===== src/rtl/irq_pkg.sv =====
// Shared definitions for the interrupt controller: FSM encoding, register map, STAT layout.
// Level-sensitive source mode is selected with the IRQ_LEVEL_EN macro.
package irq_pkg;

  typedef enum logic [1:0] {
    IRQ_IDLE = 2'd0,
    IRQ_REQ  = 2'd1,
    IRQ_SERV = 2'd2
  } irq_state_e;

  localparam logic [1:0] REG_PEND = 2'd0;
  localparam logic [1:0] REG_MASK = 2'd1;
  localparam logic [1:0] REG_STAT = 2'd2;
  localparam logic [1:0] REG_EOI  = 2'd3;

  localparam int STAT_VALID_BIT = 31;
  localparam int STAT_STATE_LSB = 8;
  localparam int STAT_ID_LSB    = 0;

  function automatic logic [31:0] stat_word(input logic valid, input irq_state_e st,
                                            input logic [7:0] id);
    logic [31:0] w;
    w = '0;
    w[STAT_VALID_BIT]       = valid;
    w[STAT_STATE_LSB +: 2]  = st;
    w[STAT_ID_LSB +: 8]     = id;
    return w;
  endfunction

endpackage


===== src/rtl/irq_prio_enc.sv =====
// Lowest-index-first priority encoder: reports whether any request is set and
// the index of the highest-priority (lowest-numbered) one.
module irq_prio_enc #(
  parameter int NSRC = 6,
  parameter int IDW  = 3
) (
  input  logic [NSRC-1:0] req,
  output logic            any,
  output logic [IDW-1:0]  idx
);

  always_comb begin
    any = |req;
    idx = '0;
    // Walk downwards so the lowest set index is the last one written.
    for (int i = NSRC - 1; i >= 0; i--) begin
      if (req[i]) idx = IDW'(i);
    end
  end

endmodule


===== src/rtl/irq_ctrl.sv =====
// Interrupt controller: pending/mask registers, priority select and req/ack/EOI
// handshake with CP0. Define IRQ_LEVEL_EN for level-sensitive sources.
import irq_pkg::*;

module irq_ctrl #(
  parameter int NSRC = 6,
  parameter int IDW  = 3
) (
  input  logic            clk,
  input  logic            reset,
  input  logic [31:2]     Addr,
  input  logic            WE,
  input  logic [31:0]     Din,
  output logic [31:0]     Dout,
  input  logic [NSRC-1:0] src_irq,
  input  logic            int_ack,
  output logic            int_req,
  output logic [IDW-1:0]  int_id,
  output logic [5:0]      hw_int
);

  // Handshake: int_req stays high with int_id stable until CP0 pulses int_ack
  // (request taken) or the selected source loses its mask/pending bit (withdrawn).
  // The FSM state is observable through the STAT register.

  logic [NSRC-1:0] pend, mask, pend_nxt, mask_nxt, active, id_bit;
  irq_state_e      state;
  logic            valid;
  logic [1:0]      reg_sel;
  logic            wr_mask, wr_eoi, ack_take, keep_req, any;
  logic [IDW-1:0]  top_id;

  assign reg_sel  = Addr[3:2];
  assign wr_mask  = WE && (reg_sel == REG_MASK);
  assign wr_eoi   = WE && (reg_sel == REG_EOI);
  assign ack_take = (state == IRQ_REQ) && int_ack;
  assign id_bit   = NSRC'(1) << int_id;
  assign mask_nxt = wr_mask ? Din[NSRC-1:0] : mask;

`ifdef IRQ_LEVEL_EN
  // Pending simply follows the lines; the device clears its own request.
  assign pend_nxt = src_irq;

  logic unused_bits;
  assign unused_bits = ^{Addr[31:4], Din[31:NSRC], ack_take};
`else
  logic [NSRC-1:0] src_d, clr;
  logic            wr_pend;

  assign wr_pend  = WE && (reg_sel == REG_PEND);
  assign clr      = (wr_pend ? Din[NSRC-1:0] : '0) | (ack_take ? id_bit : '0);
  // A fresh edge wins over any clear landing in the same cycle.
  assign pend_nxt = (pend & ~clr) | (src_irq & ~src_d);

  always_ff @(posedge clk) begin
    if (reset) src_d <= '0;
    else       src_d <= src_irq;
  end

  logic unused_bits;
  assign unused_bits = ^{Addr[31:4], Din[31:NSRC]};
`endif

  // Withdrawal looks at next-cycle values so a MASK/PEND write drops int_req at once.
  assign keep_req = |(id_bit & mask_nxt & pend_nxt);
  assign active   = pend & mask;
  assign hw_int   = 6'(active);

  irq_prio_enc #(.NSRC(NSRC), .IDW(IDW)) u_enc (
    .req (active),
    .any (any),
    .idx (top_id)
  );

  always_ff @(posedge clk) begin
    if (reset) begin
      pend <= '0;
      mask <= '0;
    end else begin
      pend <= pend_nxt;
      mask <= mask_nxt;
    end
  end

  always_ff @(posedge clk) begin
    if (reset) begin
      state   <= IRQ_IDLE;
      valid   <= 1'b0;
      int_id  <= '0;
      int_req <= 1'b0;
    end else begin
      case (state)
        IRQ_IDLE: begin
          if (any) begin
            int_id  <= top_id;
            int_req <= 1'b1;
            state   <= IRQ_REQ;
          end
        end
        IRQ_REQ: begin
          if (int_ack) begin
            int_req <= 1'b0;
            valid   <= 1'b1;
            state   <= IRQ_SERV;
          end else if (!keep_req) begin
            int_req <= 1'b0;
            int_id  <= '0;
            state   <= IRQ_IDLE;
          end
        end
        IRQ_SERV: begin
          if (wr_eoi) begin
            valid  <= 1'b0;
            int_id <= '0;
            state  <= IRQ_IDLE;
          end
        end
        default: begin
          int_req <= 1'b0;
          valid   <= 1'b0;
          int_id  <= '0;
          state   <= IRQ_IDLE;
        end
      endcase
    end
  end

  always_comb begin
    Dout = '0;
    case (reg_sel)
      REG_PEND: Dout = 32'(pend);
      REG_MASK: Dout = 32'(mask);
      REG_STAT: Dout = stat_word(valid, state, 8'(int_id));
      default:  Dout = '0;
    endcase
  end

endmodule

===== config.mk =====
export PLATFORM = sky130hd
export DESIGN_NAME = irq_ctrl
export DESIGN_NICKNAME = d
export VERILOG_FILES = /design/src/rtl/irq_pkg.sv /design/src/rtl/irq_prio_enc.sv /design/src/rtl/irq_ctrl.sv
export SDC_FILE = /design/constraint.sdc
export NUM_CORES = 1
export LEC_CHECK = 0
export BUFFER_PORTS_ARGS = -buffer_cell sky130_fd_sc_hd__buf_2
export CAP_MARGIN = 10
export CORE_UTILIZATION = 40
export CTS_BUF_LIST = sky130_fd_sc_hd__clkbuf_16
export CTS_CLUSTER_DIAMETER = 200
export DETAILED_ROUTE_END_ITERATION = 7
export PLACE_DENSITY = 0.82
export SKIP_LAST_GASP = 1
export SLEW_MARGIN = 20
export SYNTH_ARGS = -nofsm -noshare
export SYNTH_HDL_FRONTEND = slang
export SYNTH_SLANG_ARGS = --single-unit

===== constraint.sdc =====
create_clock -name clk -period 2.08 [get_ports clk]
set_clock_uncertainty 0.2 [all_clocks]
set_input_delay 0.312 -clock clk [delete_from_list [all_inputs] [get_ports clk]]
set_output_delay 0.312 -clock clk [all_outputs]
set_load 0.05 [all_outputs]

==> results summary, run 1 <==
Counting both buffers and inverters, the worst setup path holds a total of 1. The number of register bits inferred by synthesis is 25. The largest net degree at the start of global routing came out at 15.

The via count of the first global-routing pass came to 1497. For this run, the total global-route usage over all layers was measured as 0.202. For the worst-skew pair, the clock arrives at the later sink with an insertion delay of 0.26 ns. In this run the tool buffered the top-level ports with 36 buffer cells.

Sorting the synthesized cells by area gives the leading types as dfxtp_1 31%, buf_4 11%, mux2i_1 7.5%, nand2_1 5.8%, o211ai_1 5.1%. The die covers 4280 um^2. Broken down by cell family, the worst path's largest delay share belongs to flip-flops. Along the worst path, the maximum fanout reaches 10. The final-report max-slew violation count came to 0. The sink count of the clock tree is 25. For this run the aggregate overflow at the end of global routing stands at 0. Summed over all nets, the half-perimeter wirelength after detailed placement is 3090 um. The peak ir drop on the vdd network is 238 uV.

The run finished with clean final reports. The total length of routed wires is 4050 um. For this run, the post-layout net count is 326. The number of distinct library cells after synthesis came out at 38. The CTS H-tree depth is 1. The overall die width came out at 65.4 um. The number of instances in the synthesized netlist came out at 202. The total leakage power came out at 0.962 nW. The final setup violation count came out at 0. The cell area after technology mapping came out at 1610 um^2.

The detailed-route wire length per cell came out at 13.4 um. The ratio of total power to cell area came out at 666 nW/um^2. The critical path required time came out at 1.57 ns. The proportion of layout cells with a drive suffix above 1 came out at 0.285. The slowest stage of the critical path is the dfxtp_1 cell. The number of fillers in the final layout came out at 364. The buffer type at the clock tree root is clkbuf_16.

The footprint of the flip-flops and latches is 502 um^2. The effective utilization at floorplan is 0.426. The routability congestion estimate came out at 0.933.

Summing all placed instances gives a cell area of 1870 um^2. Counting along the longest clock path gives a buffer depth of 2. The primary flip-flop cell chosen by synthesis mapping is dfxtp_1.

The most area-hungry cell type in the Yosys netlist is dfxtp_1. The final antenna-violating net count is 0. Data on the critical path arrives at its endpoint at 1.45 ns.

The wire length of the first global-routing pass is 6750 um. The count of flip-flops with a built-in enable after synthesis came out at 0. The synthesis-to-layout area growth is 23.7%. The first detailed-routing pass took 4 iterations. By count the netlist is led by 25 x dfxtp_1, 25 x nand2_1, 24 x buf_4. The fraction of synthesized cell area taken by the top area cell type came out at 0.311. The smallest clock period supported by the final layout is computed as 1.96 ns. The DRC violations left is 0. The longest individual stage delay on the worst path came out at 0.60 ns. Pin placement for this block handled 114 I/O pins.

The number of clock buffers inserted by TritonCTS came out at 3. The total negative slack is 0 ns. The count of routing violations after the opening detailed-route iteration came out at 193. The final-report hold violation count came out at 0.

For this run, the top clock speed supported by timing is 509 MHz. The site row count is 22. The signal on the critical path passes through mux2i_1 > o21ai_2 > buf_2. For this design, the CTS-stage hold fixing added 0 buffers. After detailed routing, the number of vias per cell comes to 5.23. The average size of a mapped cell is 7.96 um^2. The placeable core area came out at 3770 um^2. The register area share after synthesis is 0.311.

The sort of element at the start of the critical path is a register. The tool flagged a number of max-cap violations equal to 0. The area of all placed cells without fillers is 1990 um^2. The number of diodes added for antenna fixing came out at 0.

The ratio of final minimum period to clock period is 0.944. TritonCTS built the clock tree. The number of antenna violations at the first check in global routing came out at 0. The clock-pin slew reported for the worst setup and hold paths after clock tree synthesis is 0.07 ns.

The total via count in the routed design came out at 1573. The floorplan die height is 65.4 um. The overall power consumption is 1.32 mW. STA classifies the critical path endpoint as an output pin. The post-synthesis async set-or-reset flop share came out at 0. The total area of multi-input combinational cells is 986 um^2. Setup repair after global routing left no endpoint under its margin. The Yosys warning count came out at 0. In this run the worst hold path is classified as in2reg. The setup path with the least slack is of type reg2out.
==> layout by cell type (no fill, tap or decap), types with 3 or more instances in the layout <==
cell type  instances
buf_2             36
nand2_1           25
dfxtp_1           24
conb_1            23
buf_4             21
nor2_1            17
mux2i_1           12
a21oi_1           12
o211ai_1          11
nand2b_1           8
nor2b_1            7
and2_1             6
inv_1              6
a31oi_1            5
o21ai_2            3
a211oi_1           3
o21ai_0            3
clkbuf_16          3
==> worst reg2reg max path: stages (launching register included) <==
cell	delay [ns]
dfxtp_1	0.30
nand3b_1	0.15
buf_4	0.17
o211ai_1	0.12
a2111oi_2	0.10
buf_4	0.16
nor4_4	0.37
a211o_1	0.19
o31ai_1	0.06
==> flip-flops by register name, summed over array words and instances (netlist names) <==
signal / count
pend: 6
mask: 6
int_id: 3
int_req: 1
valid: 1
state: 2
src_d: 6
==> cells by family after synthesis <==
group | share of synthesized area
DFF | 0.311
and+or+nand+nor | 0.245
buffers and inverters | 0.156
other | 0.00233
muxes | 0.0747
AOI/OAI and AO/OA | 0.210
==> path summary, 6_finish.rpt <==
kind	to	startpoint	slack [ns]	cells after the start
setup / recovery	Dout[1]	int_id[1]$_SDFFE_PP0P_	0.12	3
hold / removal	src_d[1]$_SDFF_PP0_	src_irq[1]	0.08	2
setup reg to reg	int_req$_SDFFE_PP0P_	state[1]$_SDFFE_PP0P_	0.15	8
hold reg to reg	valid$_SDFFE_PP0P_	valid$_SDFFE_PP0P_	0.28	2
==> final cells by class <==
type                            count  area share
Clock buffer                        3      0.0378
Clock inverter                      1     0.00252
Inverter                            6      0.0113
Multi-Input combinational cell    161       0.496
Sequential cell                    25       0.252
Tap cell                           48      0.0302
Timing Repair Buffer               57       0.170
==> routing by layer <==
metal / global-route usage / part of all wire / vias up
met1: 0.257 / 0.43 / 738
met4: 0.0625 / 0.0082 / 0
met3: 0.0243 / 0.060 / 4
met2: 0.352 / 0.50 / 67
met5: 0 / 0 / -
li1: - / - / 764
==> where the power goes <==
| part | total (mW) | switching [mW] | leakage, nW | internal, mW |
|---|---|---|---|---|
| clock network | 0.431 | 0.171 | 0.0409 | 0.259 |
| registers | 0.531 | 0.0237 | 0.206 | 0.508 |
| logic | 0.363 | 0.256 | 0.715 | 0.107 |
| total | 1.32 | 0.451 | 0.962 | 0.874 |
==> stage by stage <==
step | utilization | hold slack [ns] | cells | setup slack [ns]
2_1_floorplan | - | 0.184 | 224 | 0.0648
3_3_place_gp | 0.496 | 0.266 | 297 | -0.178
3_5_place_dp | 0.496 | 0.278 | 297 | -0.231
4_1_cts | 0.518 | 0.0743 | 301 | 0.0330
5_1_grt | 0.527 | 0.0882 | 301 | 0.0234
6_report | 0.527 | 0.0751 | 301 | 0.116
==> what timing repair did <==
| item | in CTS | in global routing |
|---|---|---|
| setup buffers | 0 | 0 |
| endpoints found under the setup margin | 0 | 5 |
| gates resized for setup | 0 | 5 |
(Power assumes the default switching activity.)
==> inputs of run 2 (changes only) <==
--- a/config.mk
+++ b/config.mk
@@ -7,6 +7,7 @@
 export LEC_CHECK = 0
 export BUFFER_PORTS_ARGS = -buffer_cell sky130_fd_sc_hd__buf_2
 export CAP_MARGIN = 10
+export CORE_MARGIN = 8
 export CORE_UTILIZATION = 40
 export CTS_BUF_LIST = sky130_fd_sc_hd__clkbuf_16
 export CTS_CLUSTER_DIAMETER = 200
==> results summary, run 2 (synthesis gave the netlist of run 1 again) <==
The share of total power dissipated in combinational logic is 0.279. The DRC violations left is 0. Of the cells placed in the final design, the portion with a size suffix greater than 1 is 0.300. In the final routed layout, each cell accounts on average for 14.4 um. The total negative slack came out at 0 ns. From synthesis to final layout, the design area changed by 25.1%.

Across all hold checks on the routed design, the worst slack comes to 0.0804 ns. The largest net degree at the start of global routing is 19. The library cell used most frequently in the layout, excluding fill and tap cells, is buf_2. The signal arrival time at the worst endpoint came out at 1.98 ns. The total grt overflow came out at 0. The final layout contains 330 nets. The tightest min-delay check is of the in2reg type.

The floorplan die height came out at 79.4 um. IR analysis of the VDD net gives a maximum drop of 411 uV. CTS saw 25 sinks. Post-CTS timing repair inserted 0 buffers for setup. The first routing iteration left 138 violations.

The region available for standard cell placement spans 3940 um^2. After legalization and detailed placement, the total HPWL measured 3460 um. In this run the power spent charging and discharging nets is 0.456 mW. The first global-routing pass estimated 7290 um of wire. Setup repair after global routing could not meet its margin everywhere.

The total length of routed wires is 4430 um. The sequential cell fraction of total power came out at 0.398. The final-report hold violation count came to 0. The post-place setup slack came out at -0.191 ns.

The routability congestion estimate is 0.844. In this run the number of H-tree levels came out at 1. The via density per instance came out at 5.13. Across the run, the number of max-cap violations was 0.

Once the clock tree was built, the resizer swapped 0 gates to a different size. The type of destination of the critical path is a register. The count of port buffers added during placement came out at 36.

The largest fanout on the critical path came out at 7. The least setup slack across all paths after layout is 0.0661 ns. The clock network fraction of total power came out at 0.323. In the global route stage, overall resource usage came out at 0.141. The effective utilization at floorplan is 0.408. The via count of the first global-routing pass was 1589. The site row count came out at 23. The ratio of final minimum period to clock period came out at 0.968. The largest registers in the layout are mask: 6 flops, pend: 6 flops, src_d: 6 flops.

The clock passes through at most 2 buffers. The clock latency reported for the late side of the worst-skew pair is 0.26 ns. The number of clock buffers inserted by TritonCTS came out at 3. The ratio of total power to cell area is 665 nW/um^2. The sort of element at the start of the critical path is a register. The critical path required time came out at 2.04 ns. The final setup violation count is 0. The die is 79.4 um wide. Overall power consumption after layout is estimated at 1.34 mW. The count of TritonRoute iterations in the first routing pass is 4. After clock tree synthesis, the clock-pin slew on the worst setup and hold paths is 0.06 ns. The final-report max-slew violation count came out at 0.

The design internal power came out at 0.880 mW. The flow ran to the end, and the final reports show no timing, DRC or antenna violations. Summed over all cells, the static leakage comes to 0.981 nW. The total via count in the routed design is 1574. The final antenna-violating net count came out at 0. The switching share of power came out at 0.342. The number of antenna violations at the first check in global routing came out at 0. 114 I/O pins were placed.

TritonCTS built the clock tree. The total of hold buffers inserted after clock tree synthesis came out at 0. The critical path is of the reg2reg type. The number of antenna diodes in the final layout is 0. Based on the critical path, the design can be clocked at up to 497 MHz. Counting I/O delays and the setup requirement, the final critical path takes 2.01 ns. The library cells used most frequently in the layout, excluding fill and tap cells, are 36 x buf_2, 25 x nand2_1, 25 x buf_4, 24 x dfxtp_1, 23 x conb_1. In this run the clock root is driven by a clkbuf_16. The die covers 6300 um^2.

The finished cells cover 2010 um^2. The placed standard-cell area came out at 1900 um^2.
## run 2: final timing paths
path / start / endpoint / slack (ns) / cells after the start
max: state[1]$_SDFFE_PP0P_ / int_req$_SDFFE_PP0P_ / 0.07 / 8
min: src_irq[0] / src_d[0]$_SDFF_PP0_ / 0.08 / 2
max reg2reg: state[1]$_SDFFE_PP0P_ / int_req$_SDFFE_PP0P_ / 0.07 / 8
min reg2reg: valid$_SDFFE_PP0P_ / valid$_SDFFE_PP0P_ / 0.30 / 2
## run 2: worst max-delay path: stages, from the launching register on
cell and delay (ns):
dfxtp_1 0.32, nand3b_1 0.10, buf_4 0.16, o211ai_1 0.10, a2111oi_1 0.42, buf_4 0.19
nor4_4 0.05, a211o_1 0.29, o31ai_1 0.08
## run 2: metal layers
metal  part of all wire  track usage  vias up
li1                   -            -      766
met1               0.41        0.157      737
met2               0.48        0.249       61
met3              0.083       0.0383       10
met4              0.023       0.0556        0
met5                  0            0        -
## run 2: power groups by stage
stage               clock, mW  combinational, mW  sequential [mW]
global placement            0              0.354            0.540
finish                  0.431              0.373            0.532
detailed placement          0              0.362            0.542
CTS                     0.438              0.364            0.531
global route            0.461              0.404            0.537
floorplan                   0              0.291            0.551
## run 2: final cells by class
cell class                      instances  area [um^2]
Inverter                                6         22.5
Tap cell                               50         62.6
Clock inverter                          1         5.00
Clock buffer                            3         75.1
Multi-Input combinational cell        161          976
Timing Repair Buffer                   61          368
Sequential cell                        25          502
Fill cell                             387         1930
## run 2: stage by stage
step	std cells	util
after floorplan	224	-
after global placement	303	0.483
after detailed placement	303	0.483
after CTS	307	0.503
after global routing	307	0.510
final	307	0.510
